**src/rtl/axi_wdata_router.sv**
```systemverilog
// W-channel router: queues AW routing entries and steers W beats to the one-hot destination port.
// Error bursts (flagged or zero destination) are sunk locally; beats are counted against the burst length.
module axi_wdata_router #(
    parameter int N_INIT_PORT = 4,
    parameter int FIFO_DEPTH  = 8,
    parameter int LEN_WIDTH   = 8,
    parameter bit ENFORCE_LEN = 1'b0
) (
    input  logic                             clk,
    input  logic                             rst,
    input  logic                             route_valid_i,
    output logic                             route_ready_o,
    input  logic [N_INIT_PORT-1:0]           route_dest_i,
    input  logic                             route_err_i,
    input  logic [LEN_WIDTH-1:0]             route_len_i,
    input  logic                             wvalid_i,
    input  logic                             wlast_i,
    output logic                             wready_o,
    output logic [N_INIT_PORT-1:0]           wvalid_o,
    output logic                             wlast_o,
    input  logic [N_INIT_PORT-1:0]           wready_i,
    output logic                             err_burst_done_o,
    output logic                             len_mismatch_o,
    output logic [$clog2(FIFO_DEPTH+1)-1:0]  outstanding_o
);

    localparam int CNT_W = $clog2(FIFO_DEPTH + 1);
    localparam int PTR_W = (FIFO_DEPTH > 1) ? $clog2(FIFO_DEPTH) : 1;
    localparam logic [PTR_W-1:0] PTR_LAST = PTR_W'(FIFO_DEPTH - 1);
    localparam logic [CNT_W-1:0] CNT_FULL = CNT_W'(FIFO_DEPTH);

    // Handshakes: a transfer happens on a rising edge where valid and ready are both high;
    // valid never depends on ready, and ready may depend combinationally on the head entry.

    logic [N_INIT_PORT-1:0] mem_dest [FIFO_DEPTH];
    logic                   mem_err  [FIFO_DEPTH];
    logic [LEN_WIDTH-1:0]   mem_len  [FIFO_DEPTH];

    logic [PTR_W-1:0]     wr_ptr;
    logic [PTR_W-1:0]     rd_ptr;
    logic [CNT_W-1:0]     count;
    logic [LEN_WIDTH-1:0] cnt;
    logic                 err_done_q;
    logic                 mismatch_q;

    logic                   full;
    logic                   push;
    logic                   pop;
    logic                   head_valid;
    logic [N_INIT_PORT-1:0] head_dest;
    logic                   head_err;
    logic [LEN_WIDTH-1:0]   head_len;
    logic                   calc_last;
    logic                   beat;
    logic                   burst_end;

    assign full          = (count == CNT_FULL);
    assign route_ready_o = ~full;
    assign push          = route_valid_i & ~full;
    assign outstanding_o = count;

    assign head_valid = (count != '0);
    assign head_dest  = mem_dest[rd_ptr];
    assign head_err   = mem_err[rd_ptr];
    assign head_len   = mem_len[rd_ptr];

    always_comb begin
        wvalid_o = '0;
        wready_o = 1'b0;
        if (head_valid) begin
            if (head_err) begin
                wready_o = 1'b1;
            end else begin
                wvalid_o = {N_INIT_PORT{wvalid_i}} & head_dest;
                wready_o = |(wready_i & head_dest);
            end
        end
    end

    assign calc_last = head_valid & (cnt == head_len);
    assign beat      = wvalid_i & wready_o;
    assign burst_end = beat & (ENFORCE_LEN ? calc_last : wlast_i);
    assign pop       = burst_end;
    assign wlast_o   = ENFORCE_LEN ? calc_last : wlast_i;

    // Storage is not reset; the head is only consulted while count is non-zero.
    always_ff @(posedge clk) begin
        if (push) begin
            mem_dest[wr_ptr] <= route_dest_i;
            mem_err[wr_ptr]  <= route_err_i | (route_dest_i == '0);
            mem_len[wr_ptr]  <= route_len_i;
        end
    end

    always_ff @(posedge clk) begin
        if (rst) begin
            wr_ptr <= '0;
            rd_ptr <= '0;
            count  <= '0;
        end else begin
            if (push) wr_ptr <= (wr_ptr == PTR_LAST) ? '0 : wr_ptr + 1'b1;
            if (pop)  rd_ptr <= (rd_ptr == PTR_LAST) ? '0 : rd_ptr + 1'b1;
            case ({push, pop})
                2'b10:   count <= count + 1'b1;
                2'b01:   count <= count - 1'b1;
                default: count <= count;
            endcase
        end
    end

    // The counter holds at its maximum so an over-long burst cannot alias to a short one.
    always_ff @(posedge clk) begin
        if (rst) begin
            cnt        <= '0;
            err_done_q <= 1'b0;
            mismatch_q <= 1'b0;
        end else begin
            if (burst_end) begin
                cnt <= '0;
            end else if (beat && (cnt != '1)) begin
                cnt <= cnt + 1'b1;
            end
            err_done_q <= burst_end & head_err;
            mismatch_q <= beat & (wlast_i != calc_last);
        end
    end

    assign err_burst_done_o = err_done_q;
    assign len_mismatch_o   = mismatch_q;

    a_dest_onehot: assert property (@(posedge clk) disable iff (rst)
        (push && !route_err_i) |-> $onehot0(route_dest_i));

endmodule
```
**config.mk**
```make
export PLATFORM = sky130hd
export DESIGN_NAME = axi_wdata_router
export DESIGN_NICKNAME = d
export VERILOG_FILES = /design/src/rtl/axi_wdata_router.sv
export SDC_FILE = /design/constraint.sdc
export NUM_CORES = 1
export LEC_CHECK = 0
export CAP_MARGIN = 20
export CELL_PAD_IN_SITES_DETAIL_PLACEMENT = 1
export CELL_PAD_IN_SITES_GLOBAL_PLACEMENT = 2
export CORE_ASPECT_RATIO = 0.9
export CORE_MARGIN = 2
export CORE_UTILIZATION = 44
export DETAILED_ROUTE_END_ITERATION = 8
export HOLD_SLACK_MARGIN = 0.05
export PLACE_DENSITY_LB_ADDON = 0.1
export RECOVER_POWER = 50
export SLEW_MARGIN = 20
export SYNTH_ARGS = -nofsm -noshare
export SYNTH_HDL_FRONTEND = slang
export SYNTH_SLANG_ARGS = --single-unit
```
**constraint.sdc**
```tcl
create_clock -name clk -period 4.2 [get_ports clk]
set_clock_uncertainty 0.1 [all_clocks]
set_input_delay 1.26 -clock clk [delete_from_list [all_inputs] [get_ports clk]]
set_output_delay 1.26 -clock clk [all_outputs]
set_load 0.1 [all_outputs]
```
Word level (Yosys, flattened, before mapping):

Memory sizes are Yosys's and may differ from the RTL's. A register that Yosys moved wholly into a read port is not among the register bits.
Index checks and enable logic that the tools add are counted.

* register bits after elaboration: 20
* latch bits: 0
* bits in writable memories: 104
* ROM bits: 0
* output and inout bits: 13
* logic and storage cells: 53
* memories: 3

* add/sub/neg operators: 5
* $mul: 0
* div/mod/pow operators: 0
* order comparisons: 0
* eq/ne operators: 8
* shifts and indexed selects: 0
* muxes and demuxes: 15
* bitwise logic cells: 10
* reductions and logical operators: 6

Memory list
* mem_len: depth 8, bits a word 8, rd ports 1, clocked after memory_dff 1, wr ports 1, line 37 `logic [LEN_WIDTH-1:0] mem_len [FIFO_DEPTH];`
* mem_dest: depth 8, bits a word 4, rd ports 1, clocked after memory_dff 1, wr ports 1, line 35 `logic [N_INIT_PORT-1:0] mem_dest [FIFO_DEPTH];`
* mem_err: depth 8, bits a word 1, rd ports 1, clocked after memory_dff 1, wr ports 1, line 36 `logic mem_err [FIFO_DEPTH];`

Operators by type and width (number)
* 3-bit two-way mux: 8
* 8-bit by 1-bit adder with 8-bit output, second input constant: 1
* 4-bit bitwise AND: 2
* 8-bit == test: 1
* 4-bit two-way mux: 2
* 8-bit != test, second input constant: 1
* 4-bit one-hot mux with 2 select lines: 1
* 3-bit by 1-bit adder with 3-bit output, second input constant: 2
* 1-bit bitwise AND: 6
* 3-bit == test, second input constant: 2
* 4-bit by 1-bit adder with 4-bit output, second input constant: 1
* 4-bit == test, second input constant: 1
* 4-bit zero test: 1
* 1-bit two-way mux: 4
* 4-bit nonzero test: 1
* 4-bit OR reduction: 1
* 4-bit by 1-bit subtractor with 4-bit output, second input constant: 1
* 2-bit by 1-bit == test with 1-bit output, second input constant: 1
* 2-bit == test, second input constant: 1
* 2-bit nonzero test: 1
* 2-bit OR reduction: 1
* 1-bit logical AND: 1
* 1-bit != test: 1
* 1-bit NOT: 1
* 1-bit bitwise OR: 1

Logic depth before layout (Yosys ltp):

Gate-level depths: netlist of run 1.

* word-level depth: 8
* mapped depth: 13
* mapped depth without buffers: 11

Worst setup path after synthesis of run 1:

No wires, ideal clock.

* kind: register to output
* start: reg count[1], in the netlist outstanding_o[1]
* end: out wvalid_o[0]
* arrival: 3025 ps
* required time: 2840 ps
* path slack: -185 ps
* cell stages (with the launch flop): 6
* path buffers: 1
* path through: dfxtp_1 > clkbuf_1 > nor4_1 > nor2b_1 > nand2_1 > nor2_1

* cells in the longest elaborated chain, start to end: 2

Ends and longest elaborated chain
* start, declared: line 41 `logic [CNT_W-1:0] count;`
* start signal, assigned: line 104 `2'b10: count <= count + 1'b1;`
* start signal, assigned: line 105 `2'b01: count <= count - 1'b1;`
* start signal, assigned: line 106 `default: count <= count;`
* 4-bit nonzero test: line 62 `assign head_valid = (count != '0);`
* 4-bit two-way mux: line 70 `if (head_valid) begin`
* end, declared: line 19 `output logic [N_INIT_PORT-1:0] wvalid_o,`

Every way passes these cells.

==> results of run 1 <==
==> sequential cells by signal, indices dropped and copies added (netlist names), named ones only <==
name              count
cnt                   8
mem_dest             32
len_mismatch_o        1
mem_len              64
rd_ptr                3
wr_ptr                3
err_burst_done_o      1
mem_err               8
outstanding_o         4
==> timing repair <==
| item | in CTS | in global routing |
|---|---|---|
| setup buffers | 0 | 0 |
| setup endpoints to repair | 1 | 0 |
| gates resized for setup | 2 | 0 |
==> logic make-up (layout without fill, tap and decap cells) <==
logic type | Yosys count | count (layout) | synth area share (%)
DFF | 127 | 127 | 67.3
and+or+nand+nor | 73 | 73 | 6.98
muxes | 52 | 52 | 15.0
AOI/OAI and AO/OA | 31 | 31 | 4.49
buffers and inverters | 18 | 90 | 2.40
xor gates and xnor gates | 12 | 12 | 1.97
adders and majority gates | 8 | 8 | 1.88
==> cells in the mapped netlist (6+ instances only) <==
| cell | count | area share (%) |
|---|---|---|
| o21ai_0 | 7 | 0.66 |
| nand2_1 | 13 | 0.92 |
| xor2_1 | 8 | 1.3 |
| mux2i_1 | 30 | 5.6 |
| nor2_1 | 22 | 1.6 |
| edfxtp_1 | 104 | 59 |
| or3_1 | 6 | 0.71 |
| ha_1 | 8 | 1.9 |
| nand3_1 | 7 | 0.66 |
| a21oi_1 | 11 | 1.0 |
| dfxtp_1 | 23 | 8.7 |
| inv_1 | 6 | 0.42 |
| nor3_1 | 6 | 0.56 |
| mux4_2 | 22 | 9.3 |
==> layer usage <==
layer,global-route usage (%),routed length [µm]
met5,0,0
met4,8.40,239
met3,5.75,376
met2,31.5,5720
met1,25.0,5130
==> worst max path at each step <==
stage	start	to	slack, ps	depth (start not counted)
finish	flop	wready_o	150	7
global placement	wvalid_i	wvalid_o[0]	200	5
CTS	flop	wready_o	120	7
global route	flop	wready_o	40	7
detailed placement	wvalid_i	wvalid_o[2]	190	5
floorplan	outstanding_o[1]	wvalid_o[0]	-190	5
==> worst register-to-register path, cell delays in order, from the launching register on <==
cell and delay, ps:
dfxtp_4 480, buf_4 300, mux2i_1 130, mux4_2 540, o221a_4 300, a21oi_2 140, ha_1 270, xor2_1 170
ha_1 160, a21oi_1 50, xor2_1 160, or3_1 300, a21oi_1 140
==> where the power goes <==
group          switching, µW  internal, µW
registers               39.2          1400
clock network            523           860
logic                    311           197
==> layout make-up <==
class | count | area, µm²
clock buffer | 19 | 433
multi-input combinational | 176 | 1650
inverter | 6 | 22.5
timing repair buffer | 53 | 537
clock inverter | 12 | 120
tap | 160 | 200
sequential | 127 | 3590
fill | 1130 | 5390
==> metrics by stage <==
stage	setup WS, ps	utilization (%)	power (µW)	hold WS (ps)
after CTS	121	55.0	3380	429
after global placement	199	50.3	1980	421
final	147	54.9	3330	431
after global routing	35.3	54.9	3460	489
after floorplan	-185	-	1820	368
after detailed placement	191	50.3	1980	419
==> flow_metrics.py, run 1 <==
metrics = {
    "outcome": {
        "outcome": "finished clean",
    },
    "detailed_routing": {
        "drt-wirelength-per-cell_um": 20.7,
        "drt_first_pass_iters": 4,
        "drt-total-wl_um": 11500,
        "drc": 0,
        "final_antenna_net_count": 0,
        "via_per_inst": 5.28,
        "num_vias": 2918,
        "drt_iter0_drc": 194,
    },
    "logic_synthesis": {
        "yosysWarnings": 0,
        "async_flop_share_pct": 0,
        "synth.distinct_cells": 46,
        "ys.flop_type": "edfxtp_1",
        "synth_area_mm2": 0.00532,
        "synth_seq_cells": 127,
        "syn_nets": 351,
        "synth-edff-count": 104,
        "synthCells": 321,
        "syn_area_per_cell_um2": 16.6,
        "seq_area_frac_synth_pct": 67.3,
    },
    "global_route": {
        "grt_first_pass_wirelength_um": 18100,
        "grt_pass1_vias": 3103,
        "grt_use_total_pct": 19.6,
        "antenna_found_initial": 0,
        "grt_max_degree": 17,
        "overflow": 0,
    },
    "sta": {
        "setup_tns_ps": 0,
        "fin_crit_sh_pct": 96.5,
        "max_freq_ghz": 0.247,
        "slew_violations": 0,
        "setup_violations": 0,
        "hold_viol": 0,
        "period_minus_slack_ps": 4050,
        "rsz0062_at_grt": "false",
        "slew_headroom_pct": 27.2,
        "worstMarginPinSlew_ps": 1090,
    },
    "placed_design": {
        "dp_hpwl_um": 7590,
        "place_inst": 522,
        "dpl_cell_area_mm2": 0.00600,
        "port_buffers": 34,
        "gp_congestion": 0.736,
    },
    "die": {
        "io_pins": 35,
        "die_area_mm2": 0.0130,
        "core_area_mm2": 0.0119,
        "start_util_pct": 44.6,
        "core.rowCount": 38,
        "die_x_um": 120,
        "chipHeight_um": 108,
    },
    "critical_path": {
        "critical_path.max_fanout": 12,
        "crit_chain": "buf_4 > mux2i_1 > mux4_2 > o221a_4 > and2_4 > nor2_1 > buf_12",
        "worstSetupPathType": "flop to primary output",
        "crit_path_max_incr_delay_ps": 540,
        "crit_buf_inv": 2,
        "crit_required_ps": 2840,
        "endpoint_kind": "primary output",
        "r2r-end": "outstanding_o[2]",
        "r2r_cells": 12,
        "cp_slowest_cell": "mux4_2",
        "cp_top_family": "multiplexers",
        "cp-start-kind": "flop",
        "r2r_slack_ps": 900,
        "critPathArrivalTime_ps": 2690,
    },
    "cells_and_area": {
        "syn_to_final_growth_pct": 23.0,
        "nets": 411,
        "n_antenna_cell": 0,
        "final_common_cell": "edfxtp_1",
        "stdcell_area_mm2": 0.00655,
        "final_cell_mix": "104 x edfxtp_1, 30 x mux2i_1, 22 x mux4_2, 22 x nor2_1, 22 x dfxtp_1",
        "final_cell_count_no_fill": 553,
        "drive_above_1_share_pct": 21.9,
    },
    "power_and_ir_drop": {
        "peakVddDrop_mv": 0.330,
        "power_density_mw_per_mm2": 509,
        "p_leak_uw": 0.00214,
    },
    "clock_network": {
        "cts_tree": "built",
        "cts_sinks": 127,
        "clkTransAtPathRegs_ps": 60,
        "cts_root_buf": "clkbuf_16",
        "numCtsBuffers": 17,
        "worstSkewPairLatency_ps": 420,
        "clockBufferDepth": 2,
        "ctsHoldBuffers": 0,
        "htreeDepth": 4,
    },
    "worst_hold_path": {
        "min-delay-start": "rd_ptr[1]",
        "min_path_cells": 2,
        "hold_class": "flop to flop",
    },
    "flow_run": {
        "maxCapViolCount": 0,
    },
}
Note: power is estimated with default switching activity, not from simulation.
==> inputs of run 2 (changes only) <==
--- a/config.mk
+++ b/config.mk
@@ -12,9 +12,9 @@
 export CORE_MARGIN = 2
 export CORE_UTILIZATION = 44
 export DETAILED_ROUTE_END_ITERATION = 8
+export GPL_TIMING_DRIVEN = 0
 export HOLD_SLACK_MARGIN = 0.05
 export PLACE_DENSITY_LB_ADDON = 0.1
-export RECOVER_POWER = 50
 export SLEW_MARGIN = 20
 export SYNTH_ARGS = -nofsm -noshare
 export SYNTH_HDL_FRONTEND = slang
==> run 2 against run 1 <==
  * Via count increased by 1.7%
  * Largest power group unchanged
  * Worst setup slack worse by 87 ps
  * Critical endpoint is now wlast_o
  * Sequential cell count is the same
==> flow_metrics.py, run 2 (same netlist as run 1, synthesis figures left out) <==
metrics = {
    "detailed_routing": {
        "drt_iter0_drc": 186,
        "num_vias": 2969,
        "final_antenna_net_count": 0,
        "drc": 0,
        "via_per_inst": 5.32,
        "drt-total-wl_um": 11600,
        "drt_first_pass_iters": 4,
        "drt-wirelength-per-cell_um": 20.9,
    },
    "critical_path": {
        "crit_required_ps": 2840,
        "cp-start-kind": "input pin",
        "worstSetupPathType": "input pin to primary output",
        "r2r_slack_ps": 820,
        "crit_chain": "clkdlybuf4s50_1 > buf_4 > dlygate4sd2_1",
        "crit_path_max_incr_delay_ps": 840,
        "cp_slowest_cell": "dlygate4sd2_1",
        "critical_path.startpoint": "wlast_i",
        "critical_path.max_fanout": 5,
        "critPathArrivalTime_ps": 2780,
        "endpoint_kind": "primary output",
    },
    "sta": {
        "fin_crit_sh_pct": 98.6,
        "rsz0062_at_grt": "false",
        "worstMarginPinSlew_ps": 1010,
        "slew_headroom_pct": 32.3,
        "slew_violations": 0,
        "hold_ws_ps": 435,
        "period_minus_slack_ps": 4140,
        "setup_tns_ps": 0,
        "hold_viol": 0,
        "setup_violations": 0,
        "max_freq_ghz": 0.242,
    },
    "die": {
        "chipHeight_um": 108,
        "core.rowCount": 38,
        "start_util_pct": 44.6,
        "die_area_mm2": 0.0130,
        "io_pins": 35,
        "die_x_um": 120,
        "core_area_mm2": 0.0119,
    },
    "outcome": {
        "outcome": "finished clean",
    },
    "cells_and_area": {
        "regMostFlops": "mem_len",
        "largestRegisters": "mem_len: 64 flops, mem_dest: 32 flops",
        "syn_to_final_growth_pct": 24.0,
        "n_antenna_cell": 0,
        "largest_register_ffs": 64,
        "final_common_cell": "edfxtp_1",
        "drive_above_1_share_pct": 24.1,
        "num-fill-cells": 1119,
        "final_cell_mix": "104 x edfxtp_1, 29 x mux2i_1, 28 x clkdlybuf4s50_1, 23 x dfxtp_1, 22 x mux4_2",
        "nets": 415,
    },
    "power_and_ir_drop": {
        "peakVddDrop_mv": 0.325,
        "power_uw": 3360,
        "power_density_mw_per_mm2": 509,
        "p_leak_uw": 0.00217,
    },
    "placed_design": {
        "port_buffers": 34,
        "dp_hpwl_um": 7890,
        "gp_congestion": 0.719,
    },
    "flow_run": {
        "maxCapViolCount": 0,
    },
    "clock_network": {
        "clockBufferDepth": 2,
        "cts_tree": "built",
        "numCtsBuffers": 17,
        "htreeDepth": 4,
        "cts_setup_buffers": 0,
        "clkTransAtPathRegs_ps": 60,
        "worstSkewPairLatency_ps": 420,
        "cts_root_buf": "clkbuf_16",
        "cts_sinks": 127,
    },
    "global_route": {
        "grt_first_pass_wirelength_um": 18200,
        "antenna_found_initial": 0,
        "overflow": 0,
        "grt_max_degree": 17,
        "grt_pass1_vias": 3120,
        "grt_use_total_pct": 19.7,
    },
    "worst_hold_path": {
        "min-delay-start": "cnt[5]",
        "hold_class": "flop to flop",
    },
}
==> run 2: cell types whose count changed in the layout (fill, tap and decap cells not counted), moves of 5 or more <==
| cell | previous run | this run |
|---|---|---|
| clkdlybuf4s50_1 | 11 | 28 |
| buf_4 | 16 | 9 |
| buf_12 | 7 | 2 |
| buf_6 | 1 | 9 |
| dlygate4sd3_1 | 14 | 0 |
==> run 2: timing repair <==
action | 4_1_cts | 5_1_grt
hold buffers | 0 | 0
endpoints found under the setup margin | 6 | 3
resized for setup | 33 | 2
==> run 2: final timing paths <==
path                      end  depth (start not counted)
max                   wlast_o                          3
min                    cnt[5]                          2
max reg2reg  outstanding_o[2]                         11
min reg2reg            cnt[5]                          2
==> run 2: area by class of cell <==
class	count	area, µm²	area share (%)
plain buffers	12	110	1.67
clock buffers	18	429	6.50
clock inverters	14	139	2.11
inverters	6	22.5	0.341
multi-input cells	176	1680	25.4
flip-flops and latches	127	3580	54.3
well taps	160	200	3.03
repair buffers	45	437	6.62
==> run 2: worst max-delay path, delay by kind of cell <==
family / cells / cell delay [ps]
buf+inv: 3 / 1510
==> run 2: report_power, final <==
group          switching, µW  internal (µW)  total, µW
Sequential              27.6           1400       1430
Clock                    545            870       1420
Combinational            324            189        513
==> run 2: routing by layer <==
| layer | vias to the layer above | part of all wire (%) | track usage [%] |
|---|---|---|---|
| met5 | - | 0 | 0 |
| met4 | 0 | 1.3 | 6.30 |
| met3 | 15 | 3.2 | 6.33 |
| li1 | 1386 | - | - |
| met1 | 1522 | 47 | 25.8 |
| met2 | 46 | 49 | 31.5 |
==> run 2: stage by stage <==
stage	setup WS, ps	instances	cell area [µm²]	util (%)
CTS	17.4	558	6590	55.2
detailed placement	-782	526	6020	50.4
global route	6.55	558	6600	55.3
finish	60.7	558	6600	55.3
global placement	-771	515	5870	49.2
floorplan	-185	321	5330	-
